## src/rtl/rec_to_ieee64.sv

```systemverilog
`default_nettype none
// ============================================================================
// Module   : rec_to_ieee64
// Purpose  : Converts 65-bit Berkeley recoded binary64 values to IEEE-754
//            binary64 words. It has three pipeline stages with a valid/ready
//            stream on each side. It also produces NaN/Inf/subnormal flags and
//            saturating counters for delivered NaN and Inf results.
// Ports    : clk, reset (async, active-low)
//            in_valid/in_ready/in_rec[64:0]     upstream stream
//            out_valid/out_ready/out_ieee[63:0] downstream stream
//            out_is_nan/out_is_inf/out_is_sub   flags for out_ieee
//            nan_count/inf_count[CNT_W-1:0]     delivered NaN/Inf counts
// Revision : 1.0  initial release
// ============================================================================
module rec_to_ieee64 #(
  parameter int unsigned CANON_NAN = 1,
  parameter int unsigned CNT_W     = 16
) (
  input  logic             clk,
  input  logic             reset,
  input  logic             in_valid,
  output logic             in_ready,
  input  logic [64:0]      in_rec,
  output logic             out_valid,
  input  logic             out_ready,
  output logic [63:0]      out_ieee,
  output logic             out_is_nan,
  output logic             out_is_inf,
  output logic             out_is_sub,
  output logic [CNT_W-1:0] nan_count,
  output logic [CNT_W-1:0] inf_count
);

  // Class codes carried from the classify stage to the assemble stage.
  localparam logic [2:0] C_ZERO = 3'd0;
  localparam logic [2:0] C_INF  = 3'd1;
  localparam logic [2:0] C_NAN  = 3'd2;
  localparam logic [2:0] C_NORM = 3'd3;
  localparam logic [2:0] C_SUB  = 3'd4;

  localparam logic [CNT_W-1:0] C_CNT_MAX = '1;
  localparam logic [CNT_W-1:0] C_CNT_ONE = {{(CNT_W-1){1'b0}}, 1'b1};

  // --------------------------------------------------------------------------
  // Stage registers
  // --------------------------------------------------------------------------
  logic             r_run;        // low until the first edge after reset release
  logic             r_s0_valid;
  logic [64:0]      r_s0_rec;
  logic             r_s1_valid;
  logic             r_s1_sign;
  logic [2:0]       r_s1_cls;
  logic [10:0]      r_s1_exp;
  logic [51:0]      r_s1_sig;
  logic [5:0]       r_s1_sh;
  logic             r_s2_valid;
  logic [63:0]      r_s2_ieee;
  logic             r_s2_nan;
  logic             r_s2_inf;
  logic             r_s2_sub;
  logic [CNT_W-1:0] r_nan_cnt;
  logic [CNT_W-1:0] r_inf_cnt;

  // --------------------------------------------------------------------------
  // Handshake chain: each stage moves forward when the next stage is empty
  // or is itself moving. The ready path is combinational all the way back
  // from out_ready, so a full pipeline keeps full throughput.
  // --------------------------------------------------------------------------
  logic w_adv0;
  logic w_adv1;
  logic w_adv2;
  logic w_accept;

  assign w_adv2   = r_s2_valid & out_ready;
  assign w_adv1   = r_s1_valid & (~r_s2_valid | out_ready);
  assign w_adv0   = r_s0_valid & (~r_s1_valid | w_adv1);
  assign in_ready = r_run & (~r_s0_valid | w_adv0);
  assign w_accept = in_valid & in_ready;

  // --------------------------------------------------------------------------
  // S1 classify: decode the recoded exponent from the captured operand
  // --------------------------------------------------------------------------
  logic [11:0] w_e;
  logic [2:0]  w_t;
  logic [11:0] w_sh_full;
  logic [10:0] w_nexp;
  logic [2:0]  w_cls;

  assign w_e       = r_s0_rec[63:52];
  assign w_t       = w_e[11:9];
  assign w_sh_full = 12'h402 - w_e;
  // The low 11 bits of e-0x401 depend only on the low 11 bits of e.
  assign w_nexp    = w_e[10:0] - 11'h401;

  always_comb begin
    w_cls = C_ZERO;
    if (w_t == 3'b000) begin
      w_cls = C_ZERO;
    end else if (w_t == 3'b110) begin
      w_cls = C_INF;
    end else if (w_t == 3'b111) begin
      w_cls = C_NAN;
    end else if (w_e >= 12'h402) begin
      w_cls = C_NORM;
    end else if (w_sh_full <= 12'd52) begin
      w_cls = C_SUB;
    end else begin
      // Exponent too small to be a recoded subnormal: flush to signed zero.
      w_cls = C_ZERO;
    end
  end

  // --------------------------------------------------------------------------
  // S2 assemble: denormalising shift and field packing
  // --------------------------------------------------------------------------
  logic [52:0] w_mant;
  logic [51:0] w_sub_frac;
  logic [63:0] w_ieee;
  logic        w_nan;
  logic        w_inf;
  logic        w_sub;

  assign w_mant     = {1'b1, r_s1_sig};
  assign w_sub_frac = 52'(w_mant >> r_s1_sh);

  always_comb begin
    w_ieee = {r_s1_sign, 63'b0};
    w_nan  = 1'b0;
    w_inf  = 1'b0;
    w_sub  = 1'b0;
    case (r_s1_cls)
      C_INF: begin
        w_ieee = {r_s1_sign, 11'h7FF, 52'b0};
        w_inf  = 1'b1;
      end
      C_NAN: begin
        if (CANON_NAN != 0) begin
          w_ieee = 64'h7FF8_0000_0000_0000;
        end else begin
          w_ieee = {r_s1_sign, 11'h7FF, 1'b1, r_s1_sig[50:0]};
        end
        w_nan = 1'b1;
      end
      C_NORM: begin
        w_ieee = {r_s1_sign, r_s1_exp, r_s1_sig};
      end
      C_SUB: begin
        w_ieee = {r_s1_sign, 11'h000, w_sub_frac};
        w_sub  = 1'b1;
      end
      default: begin
        w_ieee = {r_s1_sign, 63'b0};
      end
    endcase
  end

  // --------------------------------------------------------------------------
  // Valid bits and run flag
  // --------------------------------------------------------------------------
  always_ff @(posedge clk or negedge reset) begin
    if (!reset) begin
      r_run      <= 1'b0;
      r_s0_valid <= 1'b0;
      r_s1_valid <= 1'b0;
      r_s2_valid <= 1'b0;
    end else begin
      r_run <= 1'b1;
      if (w_accept) begin
        r_s0_valid <= 1'b1;
      end else if (w_adv0) begin
        r_s0_valid <= 1'b0;
      end
      if (w_adv0) begin
        r_s1_valid <= 1'b1;
      end else if (w_adv1) begin
        r_s1_valid <= 1'b0;
      end
      if (w_adv1) begin
        r_s2_valid <= 1'b1;
      end else if (w_adv2) begin
        r_s2_valid <= 1'b0;
      end
    end
  end

  // --------------------------------------------------------------------------
  // Stage data: each stage loads only when its input stage advances, so the
  // output holds steady under back-pressure.
  // --------------------------------------------------------------------------
  always_ff @(posedge clk or negedge reset) begin
    if (!reset) begin
      r_s0_rec  <= '0;
      r_s1_sign <= 1'b0;
      r_s1_cls  <= C_ZERO;
      r_s1_exp  <= '0;
      r_s1_sig  <= '0;
      r_s1_sh   <= '0;
      r_s2_ieee <= '0;
      r_s2_nan  <= 1'b0;
      r_s2_inf  <= 1'b0;
      r_s2_sub  <= 1'b0;
    end else begin
      if (w_accept) begin
        r_s0_rec <= in_rec;
      end
      if (w_adv0) begin
        r_s1_sign <= r_s0_rec[64];
        r_s1_cls  <= w_cls;
        r_s1_exp  <= w_nexp;
        r_s1_sig  <= r_s0_rec[51:0];
        r_s1_sh   <= w_sh_full[5:0];
      end
      if (w_adv1) begin
        r_s2_ieee <= w_ieee;
        r_s2_nan  <= w_nan;
        r_s2_inf  <= w_inf;
        r_s2_sub  <= w_sub;
      end
    end
  end

  // --------------------------------------------------------------------------
  // Event counters, counted on delivery and saturating at all-ones
  // --------------------------------------------------------------------------
  always_ff @(posedge clk or negedge reset) begin
    if (!reset) begin
      r_nan_cnt <= '0;
      r_inf_cnt <= '0;
    end else begin
      if (w_adv2 && r_s2_nan && (r_nan_cnt != C_CNT_MAX)) begin
        r_nan_cnt <= r_nan_cnt + C_CNT_ONE;
      end
      if (w_adv2 && r_s2_inf && (r_inf_cnt != C_CNT_MAX)) begin
        r_inf_cnt <= r_inf_cnt + C_CNT_ONE;
      end
    end
  end

  assign out_valid  = r_s2_valid;
  assign out_ieee   = r_s2_ieee;
  assign out_is_nan = r_s2_nan;
  assign out_is_inf = r_s2_inf;
  assign out_is_sub = r_s2_sub;
  assign nan_count  = r_nan_cnt;
  assign inf_count  = r_inf_cnt;

endmodule
`default_nettype wire

```

## config.mk

```make
export PLATFORM = sky130hd
export DESIGN_NAME = rec_to_ieee64
export DESIGN_NICKNAME = d
export VERILOG_FILES = /design/src/rtl/rec_to_ieee64.sv
export SDC_FILE = /design/constraint.sdc
export NUM_CORES = 1
export LEC_CHECK = 0
export ABC_CLOCK_PERIOD_IN_PS = 6200
export BUFFER_PORTS_ARGS = -buffer_cell sky130_fd_sc_hd__buf_4
export CORE_ASPECT_RATIO = 1.25
export CORE_MARGIN = 4
export CORE_UTILIZATION = 30
export CTS_BUF_LIST = sky130_fd_sc_hd__clkbuf_4
export DETAILED_ROUTE_END_ITERATION = 8
export GPL_TIMING_DRIVEN = 0
export PLACE_DENSITY = 0.45
export SYNTH_ARGS = -nofsm -noshare
export SYNTH_HDL_FRONTEND = slang
export SYNTH_SLANG_ARGS = --single-unit
```

## constraint.sdc

```tcl
create_clock -name clk -period 6.2 [get_ports clk]
set_input_delay 0.31 -clock clk [delete_from_list [all_inputs] [get_ports clk]]
set_output_delay 0.31 -clock clk [all_outputs]
set_load 0.02 [all_outputs]
```

==> results of run 1 <==
==> area by class of cell <==
| cell class | count | area, um2 |
|---|---|---|
| Antenna cell | 2 | 5.00 |
| Tap cell | 630 | 788 |
| Inverter | 16 | 60.1 |
| Timing Repair Buffer | 240 | 2040 |
| Clock inverter | 11 | 68.8 |
| Sequential cell | 240 | 6010 |
| Buffer | 101 | 504 |
| Multi-Input combinational cell | 906 | 7610 |
| Clock buffer | 102 | 766 |
| Fill cell | 4790 | 28600 |
==> worst paths after layout <==
path                         startpoint            to  depth (start not counted)
min in group clk               in_valid  r_s0_rec[21]                          4
hold reg to reg            r_s0_rec[36]  r_s1_sig[36]                          1
setup reg to reg             r_s1_sh[2]   out_ieee[6]                          8
setup / recovery             r_s1_sh[2]   out_ieee[6]                          8
max in group asynchronous         reset  r_s1_sig[41]                          3
hold / removal                    reset  nan_count[7]                          3
==> metrics by stage <==
stage / area, um2 / utilization
2_1_floorplan: 14200 / -
3_3_place_gp: 16200 / 0.349
3_5_place_dp: 16300 / 0.351
4_1_cts: 17800 / 0.384
5_1_grt: 17800 / 0.384
6_report: 17800 / 0.384
==> placed cells by master (no fill, tap or decap), types with 39 or more instances in the layout <==
master         count
dlygate4sd3_1     67
buf_4            170
mux2i_1           46
nand3_1           39
o21ai_0           74
mux4_2            64
mux2_2           153
clkbuf_1          44
clkbuf_4         102
nor2_1            70
dfrtp_1          240
nand2_1          119
==> power groups by stage <==
stage / sequential [W] / clock [W] / combinational (W)
floorplan: 0.00226 / 0 / 0.00185
global placement: 0.00237 / 0 / 0.00315
detailed placement: 0.00238 / 0 / 0.00314
CTS: 0.00235 / 0.00156 / 0.00319
global route: 0.00239 / 0.00164 / 0.00339
finish: 0.00236 / 0.00149 / 0.00323
==> synth_stat cells, types with 22 or more instances <==
cell type and n:
o21ai_0 74, mux4_2 64, clkbuf_1 44, mux2i_1 46, dfrtp_1 240, nand2_1 119, a21oi_1 38, mux2_2 153
buf_2 38, nand3_1 39, a22oi_1 22, nor2_1 70
==> sequential cells by signal, indices dropped and copies added, names as in the netlist <==
name        flops
inf_count      16
nan_count      16
out_ieee       64
out_is_inf      1
out_is_nan      1
out_is_sub      1
out_valid       1
r_run           1
r_s0_rec       65
r_s0_valid      1
r_s1_cls        3
r_s1_exp       10
r_s1_sh         6
r_s1_sig       52
r_s1_sign       1
r_s1_valid      1
==> kinds of logic (layout without fill, tap and decap cells) <==
kind of cell,count (synthesis),in the layout
and+or+nand+nor,321,321
other,1,3
xor gates and xnor gates,39,39
adders and majority gates,6,6
DFF,240,240
AOI/OAI and AO/OA,267,267
buffers and inverters,117,470
muxes,272,272
==> routing by layer <==
layer,vias to the layer above,wire length [um]
met2,624,30100
met4,0,3860
met3,192,4660
met5,-,0
met1,6419,24800
li1,5447,-
==> what timing repair did <==
| action | CTS | global route |
|---|---|---|
| endpoints found under the hold margin | 312 | 0 |
| hold buffers | 68 | 0 |
| resized for setup | 0 | 0 |
==> critical path: stages, from the launching register on <==
cell      delay, ps
dfrtp_1         310
buf_2           310
buf_4           300
buf_2           310
buf_2           380
buf_1           700
nand3_1         360
nand4_1         320
o211ai_1        160
==> impl_metrics.json, run 1 <==
{
  "cts_max_level": 3,
  "clk_pin_slew_ps": 70,
  "grt_max_degree": 109,
  "synthSimpleGateAreaFrac": 0.107,
  "muxShareOfSynthArea": 0.271,
  "worstPathMaxFanout": 10,
  "syn_area_um2": 14200,
  "synth_top_area_frac": 0.424,
  "pin_count": 170,
  "die_area_um2": 50800,
  "grt_pass1_wl_mm": 92.5,
  "gr-usage-met1": 0.301,
  "die_w_um": 202,
  "globalRouteMet2Util": 0.403,
  "synth_area_leaders": "dfrtp_1 42%, mux2_2 12%, mux4_2 10%, mux2i_1 3.2%, nand2_1 3.2%",
  "hold_ws_ps": 96.8,
  "setup_viol": 0,
  "p_sw_frac": 0.437,
  "fin_skew_ps": 84.7,
  "hold_violations": 0,
  "ir_drop_uv": 163,
  "power_frac_seq": 0.333,
  "die_h_um": 251,
  "synth_top_family_by_area": "multiplexers",
  "fin_setup_tns_ps": 0,
  "worstPathRequired_ps": 6780,
  "maxCapViolCount": 0,
  "grt_usage": 0.247,
  "post-route-min-period_ps": 3390,
  "drtAntennaViolNets": 0,
  "yosys.area_share.xor_xnor": 0.0241,
  "syn_nets": 1338,
  "final_cells": 2248,
  "power.total_w": 0.00708,
  "pwr-share-clk": 0.210,
  "grt_pass1_vias": 13300,
  "fp.coreArea_um2": 46500,
  "grt_busiest_layer": "met2",
  "grt_overflow_total": 0,
  "cts_buffers": 69,
  "cts_root_buf": "clkbuf_4",
  "wl_mm": 63.4,
  "yosys_warnings": 0,
  "yosys_most_used_dff": "dfrtp_1",
  "end_kind": "flop",
  "p_int_w": 0.00399,
  "final_nets": 1649,
  "row_count": 88,
  "met3_usage": 0.0570,
  "drc": 0,
  "avgRoutedWirePerCell_um": 28.2,
  "antenna_found_initial": 2,
  "synth-seq-cells": 240,
  "power_frac_comb": 0.457,
  "p_per_area_nw_per_um2": 397,
  "synthArstFlopShare": 1.00,
  "hold_path_class": "primary input to async pin",
  "leakagePower_nw": 7.64,
  "worst_slack_ps": 2810,
  "layout-drive-gt1-share": 0.348,
  "p_switching_w": 0.00310,
  "worstMarginPinSlew_ps": 1360,
  "rsz0062_at_grt": "false",
  "insertion_delay_ps": 840,
  "globalplace.congestion": 0.980,
  "cts_tree": "yes",
  "avgSynthCellArea_um2": 11.2,
  "area_delta_synth_final_pct": 25.9,
  "ys_types": 79,
  "arrival_ps": 3970,
  "vias_per_cell": 5.64,
  "worst-setup-path-type": "flop to flop",
  "slew_headroom": 0.0850,
  "report.final.slew_viol_count": 0,
  "dpl.cell_count": 2065,
  "drtIter0Drc": 916,
  "fmax_ghz": 0.295,
  "clockBufferDepth": 3,
  "vias": 12700,
  "post-route-period-util": 0.546,
  "firstDrtPassIters": 6,
  "start_kind": "flop",
  "synthCells": 1263,
  "status": "complete, no violations",
  "hpwl_mm": 46.5,
  "synth_compound_gate_area_share": 0.128,
  "synth_fa_ha_area_frac": 0.00529,
  "regToRegSetupSlack_ps": 2810,
  "port_buffers": 169,
  "start_util": 0.305,
  "clock_sinks": 240,
  "synth_edf_count": 0,
  "yosysTopAreaCell": "dfrtp_1",
  "dp_worst_setup_slack_ps": 2970,
  "post-cts-setup-buffers": 0,
  "synth_seq_area_share": 0.424
}
No activity file was read; power rests on OpenSTA's default activity.
==> run 2, diff against run 1 <==
ABC_CLOCK_PERIOD_IN_PS = 3300   (was 6200)
clock period = 3.3 ns   (was 6.2 ns; I/O delays follow)
==> run 2 against run 1 <==
  * Non-clock buffer count grew 21
  * Largest cell class unchanged
  * Clock power rose by 88%
  * Die area stayed put
  * Sequential power rose by 88%
==> impl_metrics.json, run 2 (synthesis gave the netlist of run 1 again) <==
{
  "r2r_cells": 7,
  "slowest_delay_ps": 940,
  "drc": 0,
  "avgRoutedWirePerCell_um": 28.0,
  "leakagePower_nw": 7.75,
  "crit_end": "out_ieee[13]",
  "fillers": 4775,
  "slew_headroom": 0.116,
  "die_area_um2": 50800,
  "final_cell_mix": "240 x dfrtp_1, 170 x buf_4, 153 x mux2_2",
  "multi_input_area_um2": 7610,
  "hpwl_mm": 46.5,
  "slowest_stage": "mux2i_1",
  "status": "complete, no violations",
  "row_count": 88,
  "grt_usage": 0.248,
  "layout-drive-gt1-share": 0.346,
  "fmax_ghz": 0.308,
  "grt_overflow_total": 0,
  "start_util": 0.305,
  "maxCapViolCount": 0,
  "cts_buffers": 69,
  "setup_viol": 0,
  "port_buffers": 169,
  "cp_top_family": "buffers and inverters",
  "regToRegSetupSlack_ps": 50,
  "firstDrtPassIters": 5,
  "antenna_found_initial": 2,
  "hold_path_class": "primary input to flop",
  "r2r-end": "out_ieee[13]",
  "worstMarginPinSlew_ps": 1320,
  "globalplace.congestion": 0.980,
  "rsz0062_at_grt": "false",
  "area_delta_synth_final_pct": 27.4,
  "wl_mm": 63.6,
  "path_cells": "buf_2, inv_2, buf_2, mux2i_1, a2bb2oi_1, a21oi_1, a221o_1",
  "max_flop_register": "r_s0_rec",
  "cp.depth": 7,
  "post-route-cell-area_um2": 18100,
  "pin_count": 170,
  "clock_sinks": 240,
  "clk_pin_slew_ps": 60,
  "cts_root_buf": "clkbuf_4",
  "fp.coreArea_um2": 46500,
  "vias_per_cell": 5.60,
  "cp_common_cell": "buf_2",
  "arrival_ps": 3900,
  "regArea_um2": 6010,
  "worst-setup-path-type": "flop to flop",
  "clockBufferDepth": 3,
  "grt_pass1_wl_mm": 92.7,
  "grt_pass1_vias": 13300,
  "placed_area_um2": 16300,
  "r2r_start": "r_s1_sh[1]",
  "post-route-period-util": 0.984,
  "final_common_cell": "dfrtp_1",
  "ir_drop_uv": 307,
  "die_h_um": 251,
  "vias": 12700,
  "drtIter0Drc": 889,
  "cp-startpoint": "r_s1_sh[1]",
  "hold_ws_ps": 103,
  "report.final.slew_viol_count": 0,
  "largest_reg_flops": 65,
  "worstPathRequired_ps": 3960,
  "insertion_delay_ps": 840,
  "worstPathMaxFanout": 10,
  "p_per_area_nw_per_um2": 740,
  "hold_violations": 0,
  "post-route-min-period_ps": 3250,
  "fin_skew_ps": 80.1,
  "start_kind": "flop",
  "final_nets": 1670,
  "grt_max_degree": 109,
  "die_w_um": 202,
  "drtAntennaViolNets": 0,
  "critPathBufInv": 3,
  "cts_tree": "yes",
  "cts_max_level": 3,
  "end_kind": "flop"
}
[run 2: cell types whose count changed in the layout (fill, tap and decap cells not counted), sizes merged]
cell / previous run / this run
clkbuf: 147 / 148
buf: 229 / 227
dlygate4sd3: 67 / 88
clkdlybuf4s15: 0 / 1
[run 2: power by group]
| group | leakage (nW) | switching, W | internal (W) |
|---|---|---|---|
| registers | 3.00 | 0.000917 | 0.00352 |
| logic | 4.24 | 0.00359 | 0.00254 |
| clock network | 0.509 | 0.00132 | 0.00147 |
[run 2: worst min path at each step]
stage          startpoint            to  slack, ps  depth (start not counted)
3_5_place_dp        reset  nan_count[7]         70                          1
6_report       in_rec[34]  r_s0_rec[34]        100                          3
2_1_floorplan       reset  inf_count[0]       -130                          0
5_1_grt        in_rec[27]  r_s0_rec[27]         70                          3
4_1_cts        in_rec[34]  r_s0_rec[34]         10                          3
3_3_place_gp   in_rec[33]  r_s0_rec[33]        400                          2
[run 2: per-layer routing]
metal  track usage  routed length [um]
met4         0.143                3860
met1         0.302               24800
met2         0.403               30200
met3        0.0570                4790
met5             0                   0
[run 2: final cells by class]
| class | instances | share of cell area |
|---|---|---|
| multi-input combinational | 906 | 0.421 |
| sequential | 240 | 0.332 |
| timing repair buffer | 261 | 0.124 |
| tap | 630 | 0.0436 |
| clock buffer | 102 | 0.0424 |
| buffer | 101 | 0.0285 |
| clock inverter | 11 | 0.00381 |
| inverter | 16 | 0.00332 |
| antenna | 2 | 0.000277 |
[run 2: timing repair]
item | CTS | global route
hold buffers | 89 | 0
hold endpoints to repair | 327 | 0
setup buffers | 0 | 0
resized for setup | 0 | 11
setup endpoints to repair | 0 | 8
[run 2: worst register-to-register path, cell delays in order (launching register included)]
cell and delay, ps:
dfrtp_1 440, buf_2 250, inv_2 300, buf_2 430, mux2i_1 950, a2bb2oi_1 280, a21oi_1 110, a221o_1 350
[run 2: metrics by stage]
stage          utilization  power (W)  TNS (ps)  worst slack [ps]  cells
3_3_place_gp         0.349     0.0104     -8100             -83.5   2062
6_report             0.389     0.0134         0              52.2   2269
3_5_place_dp         0.351     0.0104         0              71.5   2065
2_1_floorplan            -    0.00772         0              1170   1263
4_1_cts              0.389     0.0134         0              32.9   2267
5_1_grt              0.389     0.0140         0              21.6   2268
==> run 3, diff against run 2 <==
ABC_AREA = 1   (was unset)
==> run 3 against run 2 <==
  * Clock skew decreased by 32 ps
  * Clock-buffer cell count increased by 2
  * Area after synthesis decreased by 4.6%
  * Worst setup slack improved by 830 ps
  * Cell count increased by 21%
  * Highest routed layer unchanged
  * Largest cell class unchanged
==> impl_metrics.json, run 3 <==
{
  "status": "complete, no violations",
  "rsz0062_at_grt": "false",
  "pin_count": 170,
  "avgSynthCellArea_um2": 7.46,
  "largest_reg_flops": 65,
  "grt_pass1_wl_mm": 87.0,
  "end_kind": "flop",
  "syn_nets": 1888,
  "insertion_delay_ps": 790,
  "synth-seq-cells": 240,
  "synth_seq_area_share": 0.444,
  "max_flop_register": "r_s0_rec",
  "area_delta_synth_final_pct": 27.0,
  "drtIter0Drc": 840,
  "slew_headroom": 0.422,
  "layout-drive-gt1-share": 0.197,
  "vias": 13800,
  "cts_buffers": 70,
  "die_area_um2": 48600,
  "synth.cells.most_frequent": "617 x nand2_1, 317 x nand3_1, 240 x dfrtp_1",
  "hpwl_mm": 44.9,
  "grt_busiest_layer": "met2",
  "die_w_um": 198,
  "hold_violations": 0,
  "synth.most_common_cell": "nand2_1",
  "synthArstFlopShare": 1.00,
  "yosys_most_used_dff": "dfrtp_1",
  "vias_per_cell": 5.03,
  "final_common_cell": "nand2_1",
  "clock_sinks": 240,
  "wl_mm": 57.5,
  "antenna_found_initial": 1,
  "grt_overflow_total": 0,
  "post-route-min-period_ps": 2420,
  "clockBufferDepth": 3,
  "gr-usage-met1": 0.289,
  "cp-startpoint": "r_s1_cls[2]",
  "fin_util": 0.388,
  "worstPathRequired_ps": 3990,
  "drc": 0,
  "drtAntennaViolNets": 0,
  "final_nets": 2202,
  "worstHoldStart": "in_valid",
  "grt_pass1_vias": 14100,
  "die_h_um": 245,
  "synth_area_leaders": "dfrtp_1 44%, nand2_1 17%, nand3_1 12%, nor2_1 3.0%, o21ai_0 2.7%",
  "ir_drop_uv": 364,
  "firstDrtPassIters": 6,
  "final_cell_mix": "617 x nand2_1, 317 x nand3_1, 240 x dfrtp_1",
  "cts_tree": "yes",
  "leakagePower_nw": 8.61,
  "grt_usage": 0.236,
  "avgRoutedWirePerCell_um": 20.9,
  "port_buffers": 169,
  "syn_area_um2": 13500,
  "r2r_start": "r_s1_cls[2]",
  "clk_pin_slew_ps": 60,
  "ys_types": 39,
  "fin_skew_ps": 48.5,
  "post-cts-setup-buffers": 0,
  "yosysTopAreaCell": "dfrtp_1",
  "grt_max_degree": 104,
  "cts_resized": 0,
  "start_kind": "flop",
  "yosys_warnings": 0,
  "arrival_ps": 3110,
  "power.total_w": 0.0164,
  "cts_max_level": 3,
  "globalRouteMet2Util": 0.399,
  "row_count": 86,
  "met3_usage": 0.0403,
  "post-route-period-util": 0.732,
  "worst-setup-path-type": "flop to flop",
  "globalplace.congestion": 0.981,
  "fmax_ghz": 0.414,
  "p_per_area_nw_per_um2": 957,
  "synth_top_area_frac": 0.444,
  "worstPathMaxFanout": 10,
  "start_util": 0.305,
  "report.final.slew_viol_count": 0,
  "synthCells": 1813,
  "fp.coreArea_um2": 44300,
  "setup_viol": 0,
  "hold_path_class": "primary input to flop",
  "synth_edf_count": 0,
  "cts_root_buf": "clkbuf_4",
  "worstMarginPinSlew_ps": 866,
  "maxCapViolCount": 0
}
-- run 3: changes by cell type after synthesis, moves of 37 or more --
cell,change
nor2_1,+37
mux2i_1,-46
inv_1,+73
mux2_2,-128
nand3_1,+278
nand2_1,+498
mux4_2,-64
-- run 3: report_power, final --
part	internal [W]	switching, W
Sequential	0.00382	0.000904
Combinational	0.00269	0.00621
Clock	0.00152	0.00130
-- run 3: kinds of logic after synthesis --
kind of cell    count (synthesis)  synth area share
simple gates                 1129             0.366
flops                         240             0.444
buf+inv                       200            0.0677
compound gates                165            0.0642
xor+xnor                       40            0.0259
mux                            32            0.0266
fa+ha+maj                       6           0.00555
other cells                     1          0.000277
-- run 3: worst max-delay path: stages (launching register included) --
cell and delay [ps]:
dfrtp_1 420, inv_1 100, nand2_1 80, nor2_2 620, clkbuf_1 660, nand2_1 120
nand2_1 180, nand2_1 80, nand2_1 60
-- run 3: timing repair --
action	4_1_cts	5_1_grt
hold buffers	71	0
endpoints found under the setup margin	0	0
hold endpoints to repair	205	0
-- run 3: final timing paths --
check,to,slack [ps],cells past startpoint
max,out_ieee[23],880,8
min,r_s0_rec[33],110,5
max reg2reg,out_ieee[23],880,8
min reg2reg,r_s1_sig[9],470,2
max in group asynchronous,r_s1_sig[16],1850,5
min in group asynchronous,inf_count[0],500,4
-- run 3: per-stage QoR --
step	hold slack, ps	setup TNS, ps	worst slack, ps	instances	instance area, um2
6_report	106	0	885	2749	17200
5_1_grt	71.4	0	740	2749	17200
4_1_cts	57.7	0	933	2748	17200
3_5_place_dp	159	0	969	2556	15600
3_3_place_gp	380	-759	-19.4	2554	15500
2_1_floorplan	-131	0	1560	1813	13500
-- run 3: metal layers --
| layer | part of all wire | routed length [um] |
|---|---|---|
| met5 | 0 | 0 |
| met4 | 0.052 | 3000 |
| met3 | 0.055 | 3160 |
| met2 | 0.48 | 27900 |
| met1 | 0.41 | 23400 |
-- run 3: cell type report --
type | instances | area [um2]
fillers | 4770 | 27100
multi-input cells | 1373 | 6610
flip-flops and latches | 240 | 6010
repair buffers | 242 | 2060
clock buffers | 104 | 781
well taps | 572 | 716
plain buffers | 105 | 559
inverters | 95 | 357
clock inverters | 17 | 100
diodes | 1 | 2.50
